### config.mk
export PLATFORM = sky130hd
export DESIGN_NAME = infrarojo_emisor_flat
export DESIGN_NICKNAME = d
export VERILOG_FILES = /design/src/rtl/infrarojo_emisor_if.sv /design/src/rtl/infrarojo_emisor.sv /design/src/flat_wrapper.sv
export SDC_FILE = /design/constraint.sdc
export NUM_CORES = 1
export LEC_CHECK = 0
export ABC_AREA = 1
export CORE_MARGIN = 2
export CORE_UTILIZATION = 58
export DETAILED_ROUTE_END_ITERATION = 6
export HOLD_SLACK_MARGIN = 0.12
export PLACE_DENSITY = 0.79
export SLEW_MARGIN = 20
export SYNTH_ARGS = -nofsm -noshare
export SYNTH_HDL_FRONTEND = slang
export SYNTH_SLANG_ARGS = --single-unit
### constraint.sdc
create_clock -name clk -period 2.1 [get_ports clk]
set_input_delay 0.42 -clock clk [delete_from_list [all_inputs] [get_ports clk]]
set_output_delay 0.42 -clock clk [all_outputs]
set_load 0.01 [all_outputs]
### src/rtl/infrarojo_emisor_if.sv
// -----------------------------------------------------------------------------
// infrarojo_emisor_if : sensor-board pins and CSR result bus of the IR emitter, rev 1.0
// -----------------------------------------------------------------------------
`default_nettype none

interface infrarojo_emisor_if #(
   parameter int N_CH = 5
);
   logic            enable;
   logic [N_CH-1:0] iSense;
   logic [N_CH-1:0] oEmit;
   logic [N_CH-1:0] oLine;
   logic [N_CH-1:0] oAmbient;
   logic            oValid;
   logic            oBusy;

   modport master (
      output enable, iSense,
      input  oEmit, oLine, oAmbient, oValid, oBusy
   );

   modport slave (
      input  enable, iSense,
      output oEmit, oLine, oAmbient, oValid, oBusy
   );
endinterface

`default_nettype wire

### src/rtl/infrarojo_emisor.sv
// -----------------------------------------------------------------------------
// infrarojo_emisor : 5-channel IR emitter sequencer with ambient cancellation, rev 1.0
// -----------------------------------------------------------------------------
`default_nettype none

module infrarojo_emisor #(
   parameter int N_CH       = 5,
   parameter int OFF_CYCLES = 1000,
   parameter int ON_CYCLES  = 1000,
   parameter int GAP_CYCLES = 100000
) (
   input  wire                  clk,
   input  wire                  rst_n,
   infrarojo_emisor_if.slave    bus
);

   localparam int MAX_A   = (OFF_CYCLES > ON_CYCLES) ? OFF_CYCLES : ON_CYCLES;
   localparam int MAX_CYC = (MAX_A > GAP_CYCLES) ? MAX_A : GAP_CYCLES;
   localparam int CNT_W   = $clog2(MAX_CYC) + 1;
   localparam int CH_W    = (N_CH > 1) ? $clog2(N_CH) : 1;

   localparam logic [CNT_W-1:0] OFF_RELOAD = CNT_W'(OFF_CYCLES - 1);
   localparam logic [CNT_W-1:0] ON_RELOAD  = CNT_W'(ON_CYCLES - 1);
   localparam logic [CNT_W-1:0] GAP_RELOAD = CNT_W'(GAP_CYCLES - 1);
   localparam logic [CH_W-1:0]  LAST_CH    = CH_W'(N_CH - 1);
   localparam logic [N_CH-1:0]  ONE_HOT0   = N_CH'(1);

   typedef enum logic [2:0] {
      ST_IDLE = 3'd0,
      ST_DARK = 3'd1,
      ST_LIT  = 3'd2,
      ST_DONE = 3'd3,
      ST_GAP  = 3'd4
   } state_t;

   state_t            state_q;
   logic [CH_W-1:0]   ch_q;
   logic [CNT_W-1:0]  cnt_q;
   logic [N_CH-1:0]   sync1_q;
   logic [N_CH-1:0]   s_sense_q;
   logic [N_CH-1:0]   dark_q;
   logic [N_CH-1:0]   lit_q;
   logic [N_CH-1:0]   emit_q;
   logic [N_CH-1:0]   line_q;
   logic [N_CH-1:0]   amb_q;
   logic              valid_q;
   logic              busy_q;
   logic              cnt_zero_d;

   assign cnt_zero_d = (cnt_q == '0);

   // Receivers are asynchronous to clk; only the second flop is ever sampled.
   always_ff @(posedge clk or negedge rst_n) begin
      if (!rst_n) begin
         sync1_q   <= '0;
         s_sense_q <= '0;
      end else begin
         sync1_q   <= bus.iSense;
         s_sense_q <= sync1_q;
      end
   end

   always_ff @(posedge clk or negedge rst_n) begin
      if (!rst_n) begin
         state_q <= ST_IDLE;
         ch_q    <= '0;
         cnt_q   <= '0;
         dark_q  <= '0;
         lit_q   <= '0;
         emit_q  <= '0;
         line_q  <= '0;
         amb_q   <= '0;
         valid_q <= 1'b0;
         busy_q  <= 1'b0;
      end else begin
         valid_q <= 1'b0;
         case (state_q)
            ST_IDLE: begin
               if (bus.enable) begin
                  state_q <= ST_DARK;
                  ch_q    <= '0;
                  cnt_q   <= OFF_RELOAD;
                  busy_q  <= 1'b1;
               end
            end

            ST_DARK: begin
               if (!bus.enable) begin
                  state_q <= ST_IDLE;
                  emit_q  <= '0;
                  busy_q  <= 1'b0;
               end else if (cnt_zero_d) begin
                  dark_q[ch_q] <= s_sense_q[ch_q];
                  cnt_q        <= ON_RELOAD;
                  emit_q       <= ONE_HOT0 << ch_q;
                  state_q      <= ST_LIT;
               end else begin
                  cnt_q <= cnt_q - 1'b1;
               end
            end

            // Emitter is switched off on the same edge that takes the lit sample.
            ST_LIT: begin
               if (!bus.enable) begin
                  state_q <= ST_IDLE;
                  emit_q  <= '0;
                  busy_q  <= 1'b0;
               end else if (cnt_zero_d) begin
                  lit_q[ch_q] <= s_sense_q[ch_q];
                  emit_q      <= '0;
                  if (ch_q == LAST_CH) begin
                     state_q <= ST_DONE;
                  end else begin
                     ch_q    <= ch_q + 1'b1;
                     cnt_q   <= OFF_RELOAD;
                     state_q <= ST_DARK;
                  end
               end else begin
                  cnt_q <= cnt_q - 1'b1;
               end
            end

            ST_DONE: begin
               line_q  <= lit_q & ~dark_q;
               amb_q   <= dark_q;
               valid_q <= 1'b1;
               cnt_q   <= GAP_RELOAD;
               busy_q  <= 1'b0;
               state_q <= ST_GAP;
            end

            ST_GAP: begin
               if (cnt_zero_d) begin
                  if (bus.enable) begin
                     state_q <= ST_DARK;
                     ch_q    <= '0;
                     cnt_q   <= OFF_RELOAD;
                     busy_q  <= 1'b1;
                  end else begin
                     state_q <= ST_IDLE;
                  end
               end else begin
                  cnt_q <= cnt_q - 1'b1;
               end
            end

            default: begin
               state_q <= ST_IDLE;
               emit_q  <= '0;
               busy_q  <= 1'b0;
            end
         endcase
      end
   end

   assign bus.oEmit    = emit_q;
   assign bus.oLine    = line_q;
   assign bus.oAmbient = amb_q;
   assign bus.oValid   = valid_q;
   assign bus.oBusy    = busy_q;

endmodule

`default_nettype wire

### src/flat_wrapper.sv
// flat-port wrapper written by rule: the top's interface ports become plain ports
module infrarojo_emisor_flat 
#(
   parameter int N_CH       = 5,
   parameter int OFF_CYCLES = 1000,
   parameter int ON_CYCLES  = 1000,
   parameter int GAP_CYCLES = 100000
)
  (clk, rst_n, bus_enable, bus_iSense, bus_oEmit, bus_oLine, bus_oAmbient, bus_oValid, bus_oBusy);
  infrarojo_emisor_if #(.N_CH(N_CH)) bus_i ();
  input  wire clk;
  input  wire rst_n;
  input wire logic [$bits(bus_i.enable)-1:0] bus_enable;
  input wire logic [$bits(bus_i.iSense)-1:0] bus_iSense;
  output wire logic [$bits(bus_i.oEmit)-1:0] bus_oEmit;
  output wire logic [$bits(bus_i.oLine)-1:0] bus_oLine;
  output wire logic [$bits(bus_i.oAmbient)-1:0] bus_oAmbient;
  output wire logic [$bits(bus_i.oValid)-1:0] bus_oValid;
  output wire logic [$bits(bus_i.oBusy)-1:0] bus_oBusy;
  assign bus_i.enable = bus_enable;
  assign bus_i.iSense = bus_iSense;
  assign bus_oEmit = bus_i.oEmit;
  assign bus_oLine = bus_i.oLine;
  assign bus_oAmbient = bus_i.oAmbient;
  assign bus_oValid = bus_i.oValid;
  assign bus_oBusy = bus_i.oBusy;
  infrarojo_emisor #(.N_CH(N_CH), .OFF_CYCLES(OFF_CYCLES), .ON_CYCLES(ON_CYCLES), .GAP_CYCLES(GAP_CYCLES)) u_core (.clk(clk), .rst_n(rst_n), .bus(bus_i));
endmodule
==> flow_summary.toml <==
[setup_path]
cp_top_family = "simple AND/OR/NAND/NOR gates"
required_ns = 2.38
crit_path_start_kind = "flop"
cpPeakStageDelay_ns = 0.46
crit_type = "reg -> reg"
crit_buf_inv = 1
end_kind = "flop"
arrival_ns = 2.22
cp_max_fo = 8
worstRegToRegCells = 9
cp_cell_sequence = "nor2_2 -> nand3_1 -> nor2_2 -> nand2_2 -> nand2_2 -> inv_2 -> nand2_1 -> nand3_1 -> nand2_1"
critical_path_depth = 9
slowest_stage = "dfrtp_1"

[synthesis]
synth_enable_flop_cells = 0
synth_commonest_cells = "116 x nand2_1, 76 x nor2_1, 61 x dfrtp_1"
synth_cells = 430
ys_ff_latch = 61
synth.most_common_cell = "nand2_1"
synth_nets = 445
synth.largest_area_cell = "dfrtp_1"
netlist-cell-type-count = 32
ys_top_cells_by_area = "dfrtp_1 46%, nand2_1 13%, nor2_1 8.7%, nand3_1 5.9%, inv_1 4.0%"
yosysTopAreaCellShare_pct = 46.4
ys.flop_type = "dfrtp_1"
syn_area_um2 = 3290
synth-async-reset-ratio_pct = 100
yosysWarnings = 0
avgSynthCellArea_um2 = 7.66
seq_area_frac_synth_pct = 46.4

[clocking]
clk_pin_slew_ns = 0.07
clk_latency_ns = 0.35
h-tree-depth = 3
cts_tree = "yes"
cts_made_buffers = 9
cts_sinks = 61
cts_root_buffer = "clkbuf_8"
cts_max_path_buffers = 2

[floorplanning]
ios = 25
initial_core_util_pct = 59.8
die_h_um = 79.3
die_w_um = 79.3
dieArea_um2 = 6290
num_rows = 27
core_um2 = 5510

[min_path]
hold_path.class = "reg -> reg"
hold_path_depth = 0

[placement]
gp_congestion = 0.943
portBuffers = 24
placed_area_um2 = 3710
hpwlAfterDp_um = 5620

[detailed_routing]
drcViolationCount = 0
vias_per_cell = 5.44
vias = 3011
drtIter0Drc = 292
wl_per_cell_um = 14.7
postRouteAntennaNets = 0
wirelength_um = 8120
firstDrtPassIters = 5

[run_status]
outcome = "completed"

[finish]
insertedDiodeCount = 0
design_area_um2 = 3910
fin_nets = 492
syn_to_final_growth_pct = 18.7
fin_util_pct = 71.0
layout-drive-gt1-share_pct = 12.3

[sta]
finalSetupTns_ns = 0
setup_viol = 0
clock_skew_ns = 0.0137
rsz0062_at_grt = "false"
final_max_slew_viol_count = 0
final.period_utilization_pct = 92.5
relSlewSlack_pct = 68.2
hold_viol = 0
worst_pin_slew_ns = 0.478
max_freq_ghz = 0.515
period_needed_ns = 1.94

[run]
cap_violations = 0

[global_route]
grt_remaining_overflow = 0
grt_max_degree = 44
grt_pass1_wl_um = 13700
grtUsageTotal_pct = 28.7
grt_antenna_before_repair = 0
first_global_vias = 2908

[power_and_ir_drop]
vdd_drop_max_mv = 0.797
power_leakage_nw = 1.94
powerDensity_nw_per_um2 = 1280
power_mw = 5.02
[registers in the layout, indices dropped and copies added (netlist names)]
signal / cells
u_core.cnt_q: 18
u_core.bus.oAmbient: 5
u_core.bus.oEmit: 5
u_core.bus.oLine: 5
u_core.dark_q: 5
u_core.lit_q: 5
u_core.s_sense_q: 5
u_core.sync1_q: 5
u_core.ch_q: 3
u_core.state_q: 3
u_core.bus.oBusy: 1
u_core.bus.oValid: 1
[cells by family (layout without fill, tap and decap cells)]
kind of cell             count (synthesis)  in the layout  synth area share (%)
adder cells (fa/ha/maj)                  7              7                  2.66
AO/OA/AOI/OAI                           49             49                  8.82
XOR/XNOR                                 8              8                  2.13
buffers and inverters                   44             95                  5.32
flip-flops                              61             61                  46.4
AND/OR/NAND/NOR                        261            261                  34.7
[timing repair]
| action | 4_1_cts | 5_1_grt |
|---|---|---|
| buffers inserted | 0 | 1 |
| gates resized for setup | 0 | 0 |
| hold buffers | 1 | 0 |
| endpoints found under the setup margin | 0 | 1 |
| endpoints found under the hold margin | 18 | 0 |
[where the power goes]
group,switching (mW),internal (mW),total [mW]
sequential,0.211,1.40,1.61
clock,0.453,0.486,0.939
combinational,1.59,0.874,2.46
total,2.25,2.76,5.02
[cell usage in the layout, fill, tap and decap left out]
cell / netlist / routed
a21oi_1: 10 / 10
a21oi_2: 1 / 1
a21oi_4: 1 / 1
a22o_1: 5 / 5
a22oi_1: 1 / 1
buf_12: 0 / 1
buf_2: 2 / 1
buf_4: 0 / 15
clkbuf_1: 2 / 1
clkbuf_8: 0 / 11
clkdlybuf4s50_1: 0 / 23
clkinv_2: 0 / 1
clkinv_4: 0 / 1
clkinvlp_4: 0 / 1
dfrtp_1: 61 / 61
dlygate4sd3_1: 0 / 1
ha_1: 7 / 7
inv_1: 35 / 35
inv_2: 4 / 4
nand2_1: 116 / 116
nand2_2: 6 / 6
nand2_4: 1 / 1
nand3_1: 39 / 39
nand3_2: 3 / 3
nand3_4: 1 / 1
nand4_1: 5 / 5
nor2_1: 76 / 76
nor2_2: 8 / 8
nor2_4: 1 / 1
nor3_1: 3 / 3
nor3_4: 1 / 1
o2111ai_1: 1 / 1
o21a_1: 1 / 1
o21ai_0: 18 / 18
o21ai_1: 9 / 9
o22ai_1: 2 / 2
or2_2: 1 / 1
xnor2_1: 1 / 1
xor2_1: 7 / 7
[routing by layer]
metal  GRT usage, %  routed length (um)  part of all wire [%]
met1           37.1                3540                    44
met2           46.4                3820                    47
met3           5.23                 478                   5.9
met4           14.3                 274                   3.4
met5              0                   0                     0
[area by class of cell]
| class | count | area [um2] |
|---|---|---|
| sequential | 61 | 1530 |
| clock buffer | 12 | 155 |
| multi-input combinational | 325 | 1590 |
| tap | 72 | 90.1 |
| clock inverter | 3 | 21.3 |
| fill | 438 | 1600 |
| timing repair buffer | 41 | 378 |
| inverter | 39 | 146 |
[worst paths after layout]
check / slack [ns] / start / to
max: 0.16 / u_core.cnt_q[3]$_DFFE_PN0P_ / u_core.state_q[1]$_DFFE_PN0P_
min reg2reg: 0.35 / u_core.sync1_q[0]$_DFF_PN0_ / u_core.s_sense_q[0]$_DFF_PN0_
max in group asynchronous: 0.95 / rst_n / u_core.dark_q[0]$_DFFE_PN0P_
max reg2reg: 0.16 / u_core.cnt_q[3]$_DFFE_PN0P_ / u_core.state_q[1]$_DFFE_PN0P_
min: 0.35 / u_core.sync1_q[0]$_DFF_PN0_ / u_core.s_sense_q[0]$_DFF_PN0_
min in group asynchronous: 0.56 / rst_n / u_core.cnt_q[17]$_DFFE_PN0P_
[stage by stage]
stage | std cells | worst slack (ns) | hold slack [ns]
6_report | 553 | 0.158 | 0.351
5_1_grt | 553 | 0.0168 | 0.359
4_1_cts | 552 | 0.184 | 0.356
3_5_place_dp | 536 | 0.0951 | 0.340
3_3_place_gp | 536 | 0.177 | 0.332
2_1_floorplan | 430 | 0.478 | 0.124
Power figures use the tool's default switching activity.
==> RTL edit 1, RTL diff (config.mk and constraints unchanged) <==
`GAP_CYCLES` is set to 100000 in 2 places; all go to 200000.
--- a/src/rtl/infrarojo_emisor.sv
+++ b/src/rtl/infrarojo_emisor.sv
@@ -9,3 +9,3 @@
    parameter int ON_CYCLES  = 1000,
-   parameter int GAP_CYCLES = 100000
+   parameter int GAP_CYCLES = 200000
 ) (
--- a/src/flat_wrapper.sv
+++ b/src/flat_wrapper.sv
@@ -6,3 +6,3 @@
    parameter int ON_CYCLES  = 1000,
-   parameter int GAP_CYCLES = 100000
+   parameter int GAP_CYCLES = 200000
 )
Formal check against the unedited RTL: same outputs for any inputs over 10 cycles, from zero or initial values and one cycle with rst_n low; that may be too few to reach the edited logic, so the function may still have changed.
==> RTL edit 1 against the unedited design <==
- setup slack got worse by 0.0037 ns
- sequential cell count increased by 1
- final area increased by 2.3%
- power increased by 16%
- worst hold slack improved by 0.0018 ns
- maximum frequency decreased by 0.19%
- area after synthesis increased by 2.5%
- routed wire length decreased by 1.6%
- largest power group unchanged
==> RTL edit 1: results (changes against the unedited design) <==
{
  "run_status": {"value": "finished, final reports clean"},
  "gr-usage-met1": {"value": 37.6, "unit": "%", "change": "+0.51 points"},
  "worst_slew_pin_tran": {"value": 0.649, "unit": "ns", "change": "+0.171 ns"},
  "worst_hold_start": {"value": "u_core.sync1_q[3]$_DFF_PN0_"},
  "finalWeightedCongestion": {"value": 1.00, "change": "+6.2%"},
  "final_layout_clock_cell_area_share": {"value": 5.79, "unit": "%", "change": "+1.3 points"},
  "syn_avg_cell_area": {"value": 8.13, "unit": "µm²", "change": "+6.3%"},
  "grt_max_degree": {"value": 43, "change": "-2.3%"},
  "core_occupancy_in_the_finished_layout": {"value": 71.7, "unit": "%", "change": "+0.76 points"},
  "grtUsageMet2": {"value": 43.6, "unit": "%", "change": "-2.8 points"},
  "post_synth_main_area_contributors": {"value": "dfrtp_1 (46%), nand2_1 (11%), nor2_1 (6.9%), nand3_1 (5.0%), inv_1 (4.1%)"},
  "yosysSeqAreaShare": {"value": 46.0, "unit": "%", "change": "-0.41 points"},
  "first_global_vias": {"value": 2882, "change": "-0.89%"},
  "clockPowerShare": {"value": 21.0, "unit": "%", "change": "+2.3 points"},
  "data_path_buffer_share_of_cell_area_in_the_final_layout": {"value": 7.57, "unit": "%", "change": "-2.1 points"},
  "regToRegStartpoint": {"value": "u_core.cnt_q[1]$_DFFE_PN0P_"},
  "p_sw": {"value": 2.65, "unit": "mW", "change": "+18%"},
  "cell_count_final_fillers_out": {"value": 531, "change": "-4.0%"},
  "final_layout_size_suffix_gt1_share": {"value": 14.2, "unit": "%", "change": "+1.9 points"},
  "synth-seq-cells": {"value": 62, "change": "+1.6%"},
  "met2WireLength": {"value": 3890, "unit": "µm", "change": "+1.9%"},
  "post-dp-hpwl": {"value": 5660, "unit": "µm", "change": "+0.64%"},
  "gr-usage-met3": {"value": 4.94, "unit": "%", "change": "-0.28 points"},
  "non_clock_inverter_count": {"value": 44, "change": "+13%"},
  "post_dp_cell_area": {"value": 0.00375, "unit": "mm²", "change": "+0.88%"},
  "nNetsFinal": {"value": 469, "change": "-4.7%"},
  "dr_wl_met3": {"value": 442, "unit": "µm", "change": "-7.5%"},
  "pwr-share-seq": {"value": 30.7, "unit": "%", "change": "-1.4 points"},
  "max_vdd_drop": {"value": 1000, "unit": "µV", "change": "+25%"},
  "post-place-cells": {"value": 514, "change": "-4.1%"},
  "grt_pass1_wl": {"value": 13600, "unit": "µm", "change": "-1.3%"},
  "first_iter_violations": {"value": 202, "change": "-31%"},
  "worst_setup_slack_before_clock_tree_synthesis": {"value": 0.171, "unit": "ns", "change": "+0.0758 ns"},
  "internal_power": {"value": 3.15, "unit": "mW", "change": "+14%"},
  "mappedNetlistNets": {"value": 430, "change": "-3.4%"},
  "crit_fanout": {"value": 10, "change": "+2"},
  "buffers": {"value": 31, "change": "-24%"},
  "regArea": {"value": 0.00155, "unit": "mm²", "change": "+1.6%"}
}
==> RTL edit 1: cell count changes in the layout (fill, tap and decap cells not counted), moves of 3 or more <==
cell	unedited run	this run
a21oi_1	10	17
buf_4	15	5
nand2_1	116	98
nand2_4	1	7
nand3_1	39	33
nand3_2	3	6
nor2_1	76	62
o21ai_1	9	12
xnor2_1	1	5
==> RTL edit 1: path summary, 6_finish.rpt <==
kind / end / slack, ns / depth (start not counted)
worst max register to register: u_core.bus.oEmit[3]$_DFFE_PN0P_ / 0.15 / 10
max in group asynchronous: u_core.cnt_q[18]$_DFFE_PN0P_ / 0.92 / 3
min in group asynchronous: u_core.cnt_q[11]$_DFFE_PN0P_ / 0.58 / 2
worst min-delay path: u_core.s_sense_q[3]$_DFF_PN0_ / 0.35 / 0
worst min register to register: u_core.s_sense_q[3]$_DFF_PN0_ / 0.35 / 0
worst max-delay path: u_core.bus.oEmit[3]$_DFFE_PN0P_ / 0.15 / 10
==> RTL edit 1: kinds of logic (layout without fill, tap and decap cells) <==
| logic type | count (synthesis) | after routing | share of synthesized area, % |
|---|---|---|---|
| AO/OA/AOI/OAI | 61 | 61 | 11.1 |
| XOR/XNOR | 10 | 10 | 2.59 |
| adder cells (fa/ha/maj) | 7 | 7 | 2.59 |
| buffers and inverters | 47 | 91 | 5.34 |
| flip-flops | 62 | 62 | 46.0 |
| AND/OR/NAND/NOR | 228 | 228 | 32.4 |
==> RTL edit 1: repair_timing <==
item / in CTS / in global routing
resized for setup: 0 / 2
endpoints found under the hold margin: 20 / 0
hold buffers: 1 / 0
setup endpoints to repair: 0 / 2
==> RTL edit 2, RTL diff (same flow settings) <==
Made on the original files. The 5 states of `state_t` get a Gray code encoding in 3 bits.
--- a/src/rtl/infrarojo_emisor.sv
+++ b/src/rtl/infrarojo_emisor.sv
@@ -28,7 +28,7 @@
    typedef enum logic [2:0] {
-      ST_IDLE = 3'd0,
-      ST_DARK = 3'd1,
-      ST_LIT  = 3'd2,
-      ST_DONE = 3'd3,
-      ST_GAP  = 3'd4
+      ST_IDLE = 3'b000,
+      ST_DARK = 3'b001,
+      ST_LIT  = 3'b011,
+      ST_DONE = 3'b010,
+      ST_GAP  = 3'b110
    } state_t;
Behaviour: same outputs for any inputs over 10 cycles, from zero or initial values and one cycle with rst_n low; not proved beyond that.
==> RTL edit 2 against the unedited design <==
- sequential share of layout area about the same
- sequential cell count is the same
- routed wire length shrank 3.5%
- final area hardly changed
- setup slack gained 0.0044 ns
- via count rose by 0.73%
- synthesized cell count increased by 0.70%
- power decreased by 2.0%
- area after synthesis grew 0.84%
==> RTL edit 2: results (changes against the unedited design) <==
{
  "synth.area.mux_share": {"value": 0, "unit": "%", "change": "unchanged"},
  "first_iter_violations": {"value": 423, "change": "+45%"},
  "max_vdd_drop": {"value": 779, "unit": "µV", "change": "-2.3%"},
  "detailroute.via_count": {"value": 3033, "change": "+0.73%"},
  "finalWeightedCongestion": {"value": 1.01, "change": "+7.1%"},
  "arrival": {"value": 2.16, "unit": "ns", "change": "-0.06 ns"},
  "post_synth_main_area_contributors": {"value": "dfrtp_1 (46%), nand2_1 (14%), nor2_1 (7.8%), nand3_1 (5.6%), inv_1 (4.7%)"},
  "compound_cell_area_share_of_the_yosys_netlist": {"value": 8.22, "unit": "%", "change": "-0.60 points"},
  "worst_slew_pin_tran": {"value": 0.430, "unit": "ns", "change": "-0.0475 ns"},
  "routedWlPerCell": {"value": 14.2, "unit": "µm", "change": "-3.4%"},
  "worst_clock_skew": {"value": 0.0117, "unit": "ns", "change": "-0.00201 ns"},
  "fillCellCount": {"value": 453, "change": "+3.4%"},
  "nNetsFinal": {"value": 490, "change": "-0.41%"},
  "adder_and_majority_gate_portion_of_the_synthesized_area": {"value": 2.64, "unit": "%", "change": "-0.022 points"},
  "mappedNetlistNets": {"value": 448, "change": "+0.67%"},
  "run_status": {"value": "finished, final reports clean"},
  "grt_max_degree": {"value": 46, "change": "+4.5%"},
  "synthTopCellsByCount": {"value": "nand2_1 (124), nor2_1 (69), dfrtp_1 (61)"},
  "grt_pass1_wl": {"value": 13400, "unit": "µm", "change": "-2.7%"},
  "yosysSeqAreaShare": {"value": 46.0, "unit": "%", "change": "-0.38 points"},
  "slowest_stage_delay_on_critical_path": {"value": 0.46, "unit": "ns", "change": "about the same"},
  "post-dp-hpwl": {"value": 5740, "unit": "µm", "change": "+2.1%"},
  "first_global_vias": {"value": 2938, "change": "+1.0%"},
  "final_layout_size_suffix_gt1_share": {"value": 11.0, "unit": "%", "change": "-1.2 points"},
  "crit_fanout": {"value": 14, "change": "+6"},
  "post_dp_cell_area": {"value": 0.00371, "unit": "mm²", "change": "-0.17%"},
  "p_leak": {"value": 1.92, "unit": "nW", "change": "-0.90%"},
  "post_synthesis_xor_xnor_area_fraction": {"value": 2.11, "unit": "%", "change": "-0.018 points"}
}
==> RTL edit 2: cell types whose count changed after synthesis, sizes merged, moves of 4 or more <==
cell,delta
nand3,-5
inv,+8
nor3,+4
nand2,+7
o21ai,-6
nor2,-6
==> RTL edit 2: per-layer routing <==
metal / global-route usage, % / share of wire (%) / up-vias / wire length (µm)
met5: 0 / 0 / - / 0
met4: 9.48 / 2.3 / 0 / 179
met3: 6.45 / 6.1 / 22 / 475
met2: 45.5 / 49 / 114 / 3870
met1: 35.3 / 42 / 1436 / 3300
li1: - / - / 1461 / -
==> RTL edit 2: stage by stage <==
stage	hold slack [ns]	std cells	utilization (%)	total power [mW]	setup WS, ns
6_report	0.349	552	71.0	4.92	0.163
5_1_grt	0.355	552	71.0	5.29	0.0502
3_3_place_gp	0.331	535	67.3	3.79	0.114
3_5_place_dp	0.337	535	67.3	3.86	0.0742
4_1_cts	0.352	552	71.0	4.90	0.189
2_1_floorplan	0.124	433	-	3.20	0.508
==> RTL edit 2: logic make-up after synthesis <==
kind of cell	after synthesis
AOI/OAI and AO/OA	46
buffers and inverters	51
DFF	61
adders and majority gates	7
and+or+nand+nor	260
xor gates and xnor gates	8
==> RTL edit 2: final timing paths <==
check	startpoint	end	slack (ns)
setup / recovery	u_core.ch_q[0]$_DFFE_PN0P_	u_core.cnt_q[8]$_DFFE_PN0P_	0.16
setup reg to reg	u_core.ch_q[0]$_DFFE_PN0P_	u_core.cnt_q[8]$_DFFE_PN0P_	0.16
max in group asynchronous	rst_n	u_core.s_sense_q[2]$_DFF_PN0_	0.95
hold / removal	u_core.sync1_q[1]$_DFF_PN0_	u_core.s_sense_q[1]$_DFF_PN0_	0.35
min in group asynchronous	rst_n	u_core.cnt_q[9]$_DFFE_PN0P_	0.55
hold reg to reg	u_core.sync1_q[1]$_DFF_PN0_	u_core.s_sense_q[1]$_DFF_PN0_	0.35
==> RTL edit 2: power breakdown <==
part	switching [mW]	internal (mW)
registers	0.268	1.45
logic	1.40	0.785
clock network	0.472	0.546
total	2.14	2.78
==> RTL edit 2: timing repair <==
action	in CTS	in global routing
hold buffers	1	0
resized for setup	0	1
endpoints found under the hold margin	16	0
setup endpoints to repair	0	2
==> RTL edit 2: final cells by class <==
type	count	area [µm²]	area share, %
clock inverter	6	63.8	1.63
multi-input combinational	321	1590	40.7
timing repair buffer	35	333	8.51
inverter	47	179	4.58
clock buffer	10	128	3.27
sequential	61	1530	39.1
tap	72	90.1	2.30
